--- src/rtl/completion_arbiter.sv ---
// rtl/completion_arbiter.sv - round-robin arbiter merging functional-unit completions into one ROB port
// Each requester owns a one-entry holding slot; only occupied slots compete, so there is no input-to-output path.
module completion_arbiter #(
    parameter int N_REQ           = 3,
    parameter int ROB_ENTRY_WIDTH = 4,
    parameter int DATA_WIDTH      = 32
) (
    input  logic                                      clk_i,
    input  logic                                      rst_i,
    input  logic                                      flush_i,
    input  logic [N_REQ-1:0]                          req_valid_i,
    input  logic [N_REQ-1:0][ROB_ENTRY_WIDTH-1:0]     req_idx_i,
    input  logic [N_REQ-1:0][DATA_WIDTH-1:0]          req_data_i,
    input  logic [N_REQ-1:0]                          req_excp_i,
    output logic [N_REQ-1:0]                          req_ready_o,
    output logic                                      instr_complete_valid_o,
    output logic [ROB_ENTRY_WIDTH-1:0]                instr_complete_idx_o,
    output logic [DATA_WIDTH-1:0]                     instr_complete_data_o,
    output logic                                      instr_excp_valid_o,
    output logic [N_REQ-1:0]                          grant_o
);

    localparam int              LG_W     = (N_REQ > 1) ? $clog2(N_REQ) : 1;
    localparam logic [LG_W-1:0] LAST_IDX = LG_W'(N_REQ - 1);

    logic [N_REQ-1:0]           slot_valid_q, slot_valid_d;
    logic [ROB_ENTRY_WIDTH-1:0] slot_idx_q  [N_REQ];
    logic [ROB_ENTRY_WIDTH-1:0] slot_idx_d  [N_REQ];
    logic [DATA_WIDTH-1:0]      slot_data_q [N_REQ];
    logic [DATA_WIDTH-1:0]      slot_data_d [N_REQ];
    logic [N_REQ-1:0]           slot_excp_q, slot_excp_d;
    logic [LG_W-1:0]            last_grant_q, last_grant_d;

    logic [LG_W-1:0]            cand;
    logic [LG_W-1:0]            sel;
    logic                       found;
    logic [N_REQ-1:0]           grant;
    logic [N_REQ-1:0]           ready;
    logic [N_REQ-1:0]           accept;

    // Walk the ports starting just after the last winner; first occupied slot wins.
    always_comb begin : arbitrate
        grant = '0;
        found = 1'b0;
        sel   = '0;
        cand  = last_grant_q;
        for (int k = 0; k < N_REQ; k++) begin
            cand = (cand == LAST_IDX) ? '0 : cand + LG_W'(1);
            if (!found && !flush_i && slot_valid_q[cand]) begin
                found = 1'b1;
                sel   = cand;
            end
        end
        if (found) begin
            grant[sel] = 1'b1;
        end
    end

    assign ready  = flush_i ? '0 : (~slot_valid_q | grant);
    assign accept = req_valid_i & ready;

    always_comb begin : next_state
        slot_valid_d = slot_valid_q;
        slot_idx_d   = slot_idx_q;
        slot_data_d  = slot_data_q;
        slot_excp_d  = slot_excp_q;
        last_grant_d = found ? sel : last_grant_q;
        for (int i = 0; i < N_REQ; i++) begin
            if (accept[i]) begin
                slot_valid_d[i] = 1'b1;
                slot_idx_d[i]   = req_idx_i[i];
                slot_data_d[i]  = req_data_i[i];
                slot_excp_d[i]  = req_excp_i[i];
            end else if (grant[i]) begin
                slot_valid_d[i] = 1'b0;
            end
        end
        // A flush drops every held completion but keeps the fairness pointer.
        if (flush_i) begin
            slot_valid_d = '0;
        end
    end

    always_ff @(posedge clk_i or posedge rst_i) begin
        if (rst_i) begin
            slot_valid_q <= '0;
            slot_excp_q  <= '0;
            last_grant_q <= LAST_IDX;
            for (int i = 0; i < N_REQ; i++) begin
                slot_idx_q[i]  <= '0;
                slot_data_q[i] <= '0;
            end
        end else begin
            slot_valid_q <= slot_valid_d;
            slot_excp_q  <= slot_excp_d;
            last_grant_q <= last_grant_d;
            for (int i = 0; i < N_REQ; i++) begin
                slot_idx_q[i]  <= slot_idx_d[i];
                slot_data_q[i] <= slot_data_d[i];
            end
        end
    end

    assign req_ready_o            = ready;
    assign grant_o                = grant;
    assign instr_complete_valid_o = found;
    assign instr_complete_idx_o   = found ? slot_idx_q[sel] : '0;
    assign instr_complete_data_o  = found ? slot_data_q[sel] : '0;
    assign instr_excp_valid_o     = found ? slot_excp_q[sel] : 1'b0;

endmodule

--- config.mk ---
export PLATFORM = sky130hd
export DESIGN_NAME = completion_arbiter
export DESIGN_NICKNAME = d
export VERILOG_FILES = /design/src/rtl/completion_arbiter.sv
export SDC_FILE = /design/constraint.sdc
export NUM_CORES = 1
export LEC_CHECK = 0
export ABC_AREA = 1
export CAP_MARGIN = 10
export CORE_MARGIN = 4
export CORE_UTILIZATION = 55
export DETAILED_ROUTE_END_ITERATION = 12
export DONT_BUFFER_PORTS = 1
export PLACE_DENSITY = 0.77
export SKIP_LAST_GASP = 1
export SLEW_MARGIN = 20
export SYNTH_ARGS = -nofsm -noshare
export SYNTH_HDL_FRONTEND = slang
export SYNTH_SLANG_ARGS = --single-unit
--- constraint.sdc ---
create_clock -name clk_i -period 5.47 [get_ports clk_i]
set_clock_uncertainty 0.1 [all_clocks]
set_input_delay 1.641 -clock clk_i [delete_from_list [all_inputs] [get_ports clk_i]]
set_output_delay 1.641 -clock clk_i [all_outputs]
set_load 0.01 [all_outputs]
== Word-level counts from Yosys, hierarchy flattened ==
Index checks and enable logic that the tools add are counted.

* Logic and storage cells: 78
* Register bits after elaboration: 116
* Output and inout bits: 44

* Reduce and logical (&&, ||, !) cells: 12
* Eq/ne operators: 3
* Order comparisons: 6
* $add $sub $neg: 3
* Multiplexer cells: 37
* Bitwise operators: 4

{| class="wikitable"
|+ Operator list
! cell !! count
|-
| $mux W32 || 3
|-
| $bmux W32 S2 || 1
|-
| $mux W1 || 15
|-
| $lt A2 B3 Y1 const B || 4
|-
| $mux W2 || 6
|-
| $mux W4 || 3
|-
| $mux W3 || 3
|-
| $reduce_bool A3 Y1 || 3
|-
| $bmux W1 S2 || 4
|-
| $bmux W4 S2 || 1
|-
| $add A2 B1 Y2 const B || 3
|-
| $eq A2 B2 Y1 const B || 3
|-
| $logic_and A1 B1 Y1 || 6
|-
| $and A3 B3 Y3 || 1
|-
| $ge A3 B3 Y1 const B || 1
|-
| $logic_not A1 Y1 || 3
|-
| $not A2 Y3 || 1
|-
| $not A3 Y3 || 1
|-
| $or A3 B3 Y3 || 1
|-
| $demux W1 S2 || 1
|-
| $ge A2 B1 Y1 const B || 1
|}

== Longest topological paths before layout ==
* Word-level depth: 24
* Depth in mapped cells: 16
* Depth with buffers taken out: 13

== Least setup slack after synthesis ==
No wires, ideal clock.

* Kind: in2out
* From: input flush_i
* To: output instr_complete_data_o[11]
* Setup slack: 0.741 ns
* Data arrival time: 2.988 ns
* Buffers on the path: 2
* Stages: 13
* Path through: buf_2 a21oi_1 nand2_1 nor2_2 inv_1 nand2_2 nand3_2 inv_2 nand2_1 inv_2 buf_2 nand2_1 nand3_1

* Elaborated cells between the ends (all ways): 19

{| class="wikitable"
|+ RTL lines
! what !! RTL line !! text
|-
| from (decl) || 10 || <nowiki>input logic flush_i,</nowiki>
|-
| $logic_not A1 Y1 (*) || 49 || <nowiki>if (!found && !flush_i && slot_valid_q[cand]) begin</nowiki>
|-
| $logic_and A1 B1 Y1 || 49 ||
|-
| $mux W1 || 49 ||
|-
| $logic_not A1 Y1 || 49 ||
|-
| $logic_and A1 B1 Y1 (2 in series) || 49 ||
|-
| $mux W1 || 49 ||
|-
| $logic_not A1 Y1 || 49 ||
|-
| $logic_and A1 B1 Y1 (2 in series) || 49 ||
|-
| $mux W1 (*) || 49 ||
|-
| net instr_complete_valid_o || 16 || <nowiki>output logic instr_complete_valid_o,</nowiki>
|-
| $mux W32 (*) || 108 || <nowiki>assign instr_complete_data_o = found ? slot_data_q[sel] : '0;</nowiki>
|-
| to (decl) || 18 || <nowiki>output logic [DATA_WIDTH-1:0] instr_complete_data_o,</nowiki>
|}

The timed path passes the listed nets; every way through them passes the cells marked *. The select of a mux whose other input is x is not followed.

== Final worst setup path ==
* From: input flush_i
* To: output instr_complete_data_o[17]

* Cells in the longest elaborated chain, start to end: 16
* Elaborated cells between the ends (all ways): 19

{| class="wikitable"
|+ RTL lines
! what !! RTL line
|-
| $logic_not A1 Y1 (*) || 49
|-
| $logic_and A1 B1 Y1 || 49
|-
| $mux W1 || 49
|-
| $logic_not A1 Y1 || 49
|-
| $logic_and A1 B1 Y1 (2 in series) || 49
|-
| $mux W1 || 49
|-
| $logic_not A1 Y1 || 49
|-
| $logic_and A1 B1 Y1 (2 in series) || 49
|-
| $mux W2 || 49
|-
| $not A2 Y3 (implied by the code) || 108
|-
| $bmux W32 S2 || 108
|-
| $mux W32 (implied by the code) (2 in series) || 108
|-
| $mux W32 (*) || 108
|}

Every way passes the cells marked *; elsewhere a longest branch is shown, timed or not. The select of a mux whose other input is x is not followed.

==> metrics.md <==
| Metric | Value |
|---|---|
| Max-slew violations | `0` |
| Synth Area in Compound Gates | `14.5%` |
| Largest net degree at the start of global routing | `76` |
| Worst slew margin | `27.6%` |
| ANT nets after route | `0` |
| Largest family of logic cells by synthesized area | `simple AND/OR/NAND/NOR gates` |
| Yosys top cell area share | `49.6%` |
| Simple-Gate Fraction of Synth Area | `24.2%` |
| F_max | `193 MHz` |
| Multiplexer share of the synthesized area | `0%` |
| Ant. Diodes | `0` |
| Top post-synthesis cells by area | `dfrtp_1 (50%), nand2_1 (12%), inv_1 (5.3%)` |
| Min cycle time layout | `5180 ps` |
| Critical-path cell list | `inv_2 -> nand2_1 -> nor2_1 -> nand3_1 -> nand2_1 -> inv_2 -> nand2_4 -> inv_2 -> nand2_1 -> inv_2 -> nand2_1 -> nand3_1` |
| Slowest CP cell | `inv_2` |
| Final worst path period share | `94.8%` |
| Total negative setup slack | `0 ps` |
| Final hold violations | `0` |
| Final wirelength | `14800 um` |
| Clk root buf | `clkbuf_8` |
| Cell Pwr Density | `610 nW/um2` |
| CTS tree | `done` |
| Cells after synthesis | `693` |
| Die span in y | `111 um` |
| Nets@finish | `789` |
| CP top delay family | `simple AND/OR/NAND/NOR gates` |
| CTS Buf Count | `17` |
| Worst-path maximum fanout | `27` |
| Final global-route overflow total | `0` |
| Fillers | `912` |
| First-pass DRT Iterations | `5` |
| RSZ-0062 raised after global routing | `false` |
| Crit path required time | `3730 ps` |
| Total die area | `12300 um2` |
| Commonest non-fill, non-tap cell in the layout | `nand2_1` |
| Routed wire per std cell | `18.1 um` |
| Total GRT Usage | `24.5%` |
| Clock-pin slew on the worst setup and hold paths | `60 ps` |
| CTS Sinks | `116` |
| Register area share after synthesis | `50.0%` |
| Lkg Pwr | `3.19 nW` |
| Layout cell share with drive strength beyond 1 | `17.8%` |
| Core Area | `10300 um2` |
| Area leader, netlist | `dfrtp_1` |
| Metal3 WL | `1120 um` |
| Io pins | `161` |
| WP buf/inv | `4` |
| Critical setup path kind | `input port to primary output` |
| Starting Density | `56.2%` |
| CP startpoint kind | `input port` |
| WP data arrival | `3440 ps` |
| Most frequent cells in the layout | `nand2_1 (187), dfrtp_1 (115), inv_1 (81)` |
| Max_cap viols | `0` |
| Worst path max stage delay | `240 ps` |
| Hold crit path type | `register to register` |
| Final setup fails | `0` |
| Synthesized area | `5800 um2` |
| DR vias | `4673` |
| Core Rows | `37` |
| Worst Tran Pin Value | `1090 ps` |
| Met1 WL | `6390 um` |
| Global-route wire length before repair | `24500 um` |
| Post-detail-place hpwl | `9990 um` |
| Post-Synth XOR/XNOR Area | `0%` |
| Detailed-route DRC error count | `0` |
| YS warnings | `0` |
| Met2 wire length | `7090 um` |
| Maximum clock insertion buffer count | `2` |
| Initial antenna violation count | `0` |
| Post-CTS Setup Repair Bufs | `0` |
| Synth unique cells | `28` |
| H-Tree Level Count | `4` |
| Total power | `3.85 mW` |
| FF+latch count, synth | `116` |
| Vias in the first global route | `4780` |
| Hold buffers post-CTS | `0` |
| Drt via density | `5.70` |
| Area Overhead vs Synth | `8.86%` |
| Drt first-iter violations | `510` |
| Cts repair resizes | `0` |
| Synth Area in Adders | `0%` |
| Post-Syn Area per Cell | `8.37 um2` |
| Worst vdd ir | `0.000276 V` |
| Placer congestion estimate | `0.924` |
| Clk_lat worst skew | `490 ps` |
| Outcome | `complete, no violations` |
| DIE WIDTH | `111 um` |
| DR top layer | `met4` |
| Crit end category | `primary output` |
| Post-synth net total | `810` |
| Port Buffers | `0` |
[worst paths after layout]
check | startpoint | end | slack [ps] | depth (start not counted)
worst max-delay path | flush_i | instr_complete_data_o[17] | 290 | 12
worst min-delay path | slot_data_q[70]$_DFFE_PP0P_ | slot_data_q[70]$_DFFE_PP0P_ | 370 | 2
worst max register to register | last_grant_q[1]$_DFFE_PP1P_ | slot_data_q[26]$_DFFE_PP0P_ | 1970 | 13
worst min register to register | slot_data_q[70]$_DFFE_PP0P_ | slot_data_q[70]$_DFFE_PP0P_ | 370 | 2
max in group asynchronous | rst_i | slot_data_q[7]$_DFFE_PP0P_ | 3560 | 2
min in group asynchronous | rst_i | slot_data_q[59]$_DFFE_PP0P_ | 760 | 1
[logic make-up (layout without fill, tap and decap cells)]
group	Yosys count	after routing
DFF	116	116
AOI/OAI and AO/OA	130	130
and+or+nand+nor	308	308
buffers and inverters	139	130
[power breakdown]
group | leakage (nW) | internal (mW) | switching (mW)
Combinational | 1.51 | 0.401 | 1.01
Clock | 0.275 | 0.701 | 0.398
Sequential | 1.41 | 1.17 | 0.181
Total | 3.19 | 2.27 | 1.58
[registers in the layout, indices dropped and copies added, names as in the netlist]
register      flops
last_grant_q      2
slot_data_q      96
slot_excp_q       3
slot_idx_q       12
slot_valid_q      3
[per-stage QoR]
| stage | utilization, % | hold slack (ps) | cells | cell area [um2] | setup WS (ps) |
|---|---|---|---|---|---|
| floorplan | - | 342 | 693 | 5800 | 658 |
| global placement | 55.5 | 354 | 789 | 5730 | 469 |
| detailed placement | 55.5 | 359 | 789 | 5730 | 313 |
| CTS | 61.2 | 374 | 820 | 6320 | 306 |
| global route | 61.2 | 392 | 820 | 6320 | 25.2 |
| finish | 61.2 | 373 | 820 | 6320 | 287 |
[layer usage]
layer,track usage [%],vias to the layer above
met5,0,-
met4,6.73,0
met3,6.50,20
met2,39.6,205
met1,32.9,2259
li1,-,2189
[tightest hold or removal path: stages (launching register included)]
cell and delay (ps):
dfrtp_1 340, nand2_1 50, nand2_1 50
[final cells by class]
cell class	instances	area, um2	area share (%)
inverters	94	355	5.62
clock buffers	18	428	6.77
well taps	136	170	2.69
flip-flops and latches	116	2900	46.0
multi-input cells	438	2260	35.8
clock inverters	13	160	2.54
repair buffers	5	37.5	0.594
[synthesized netlist by cell type]
cell type	n
nand2_1	187
dfrtp_1	115
inv_1	82
nand4_1	37
o21ai_0	34
nor2_1	32
o21ai_1	26
o22ai_1	21
nand3_1	20
o21ai_2	20
a21oi_2	19
nor2_2	18
buf_2	14
buf_6	14
clkbuf_1	12
inv_2	12
a21oi_1	7
nand3_2	5
nand2_2	4
buf_1	3
buf_4	2
nand2_4	2
o31ai_1	2
dfstp_2	1
nand3_4	1
nand4_2	1
nor2_4	1
o21bai_4	1
(Power assumes the default switching activity.)
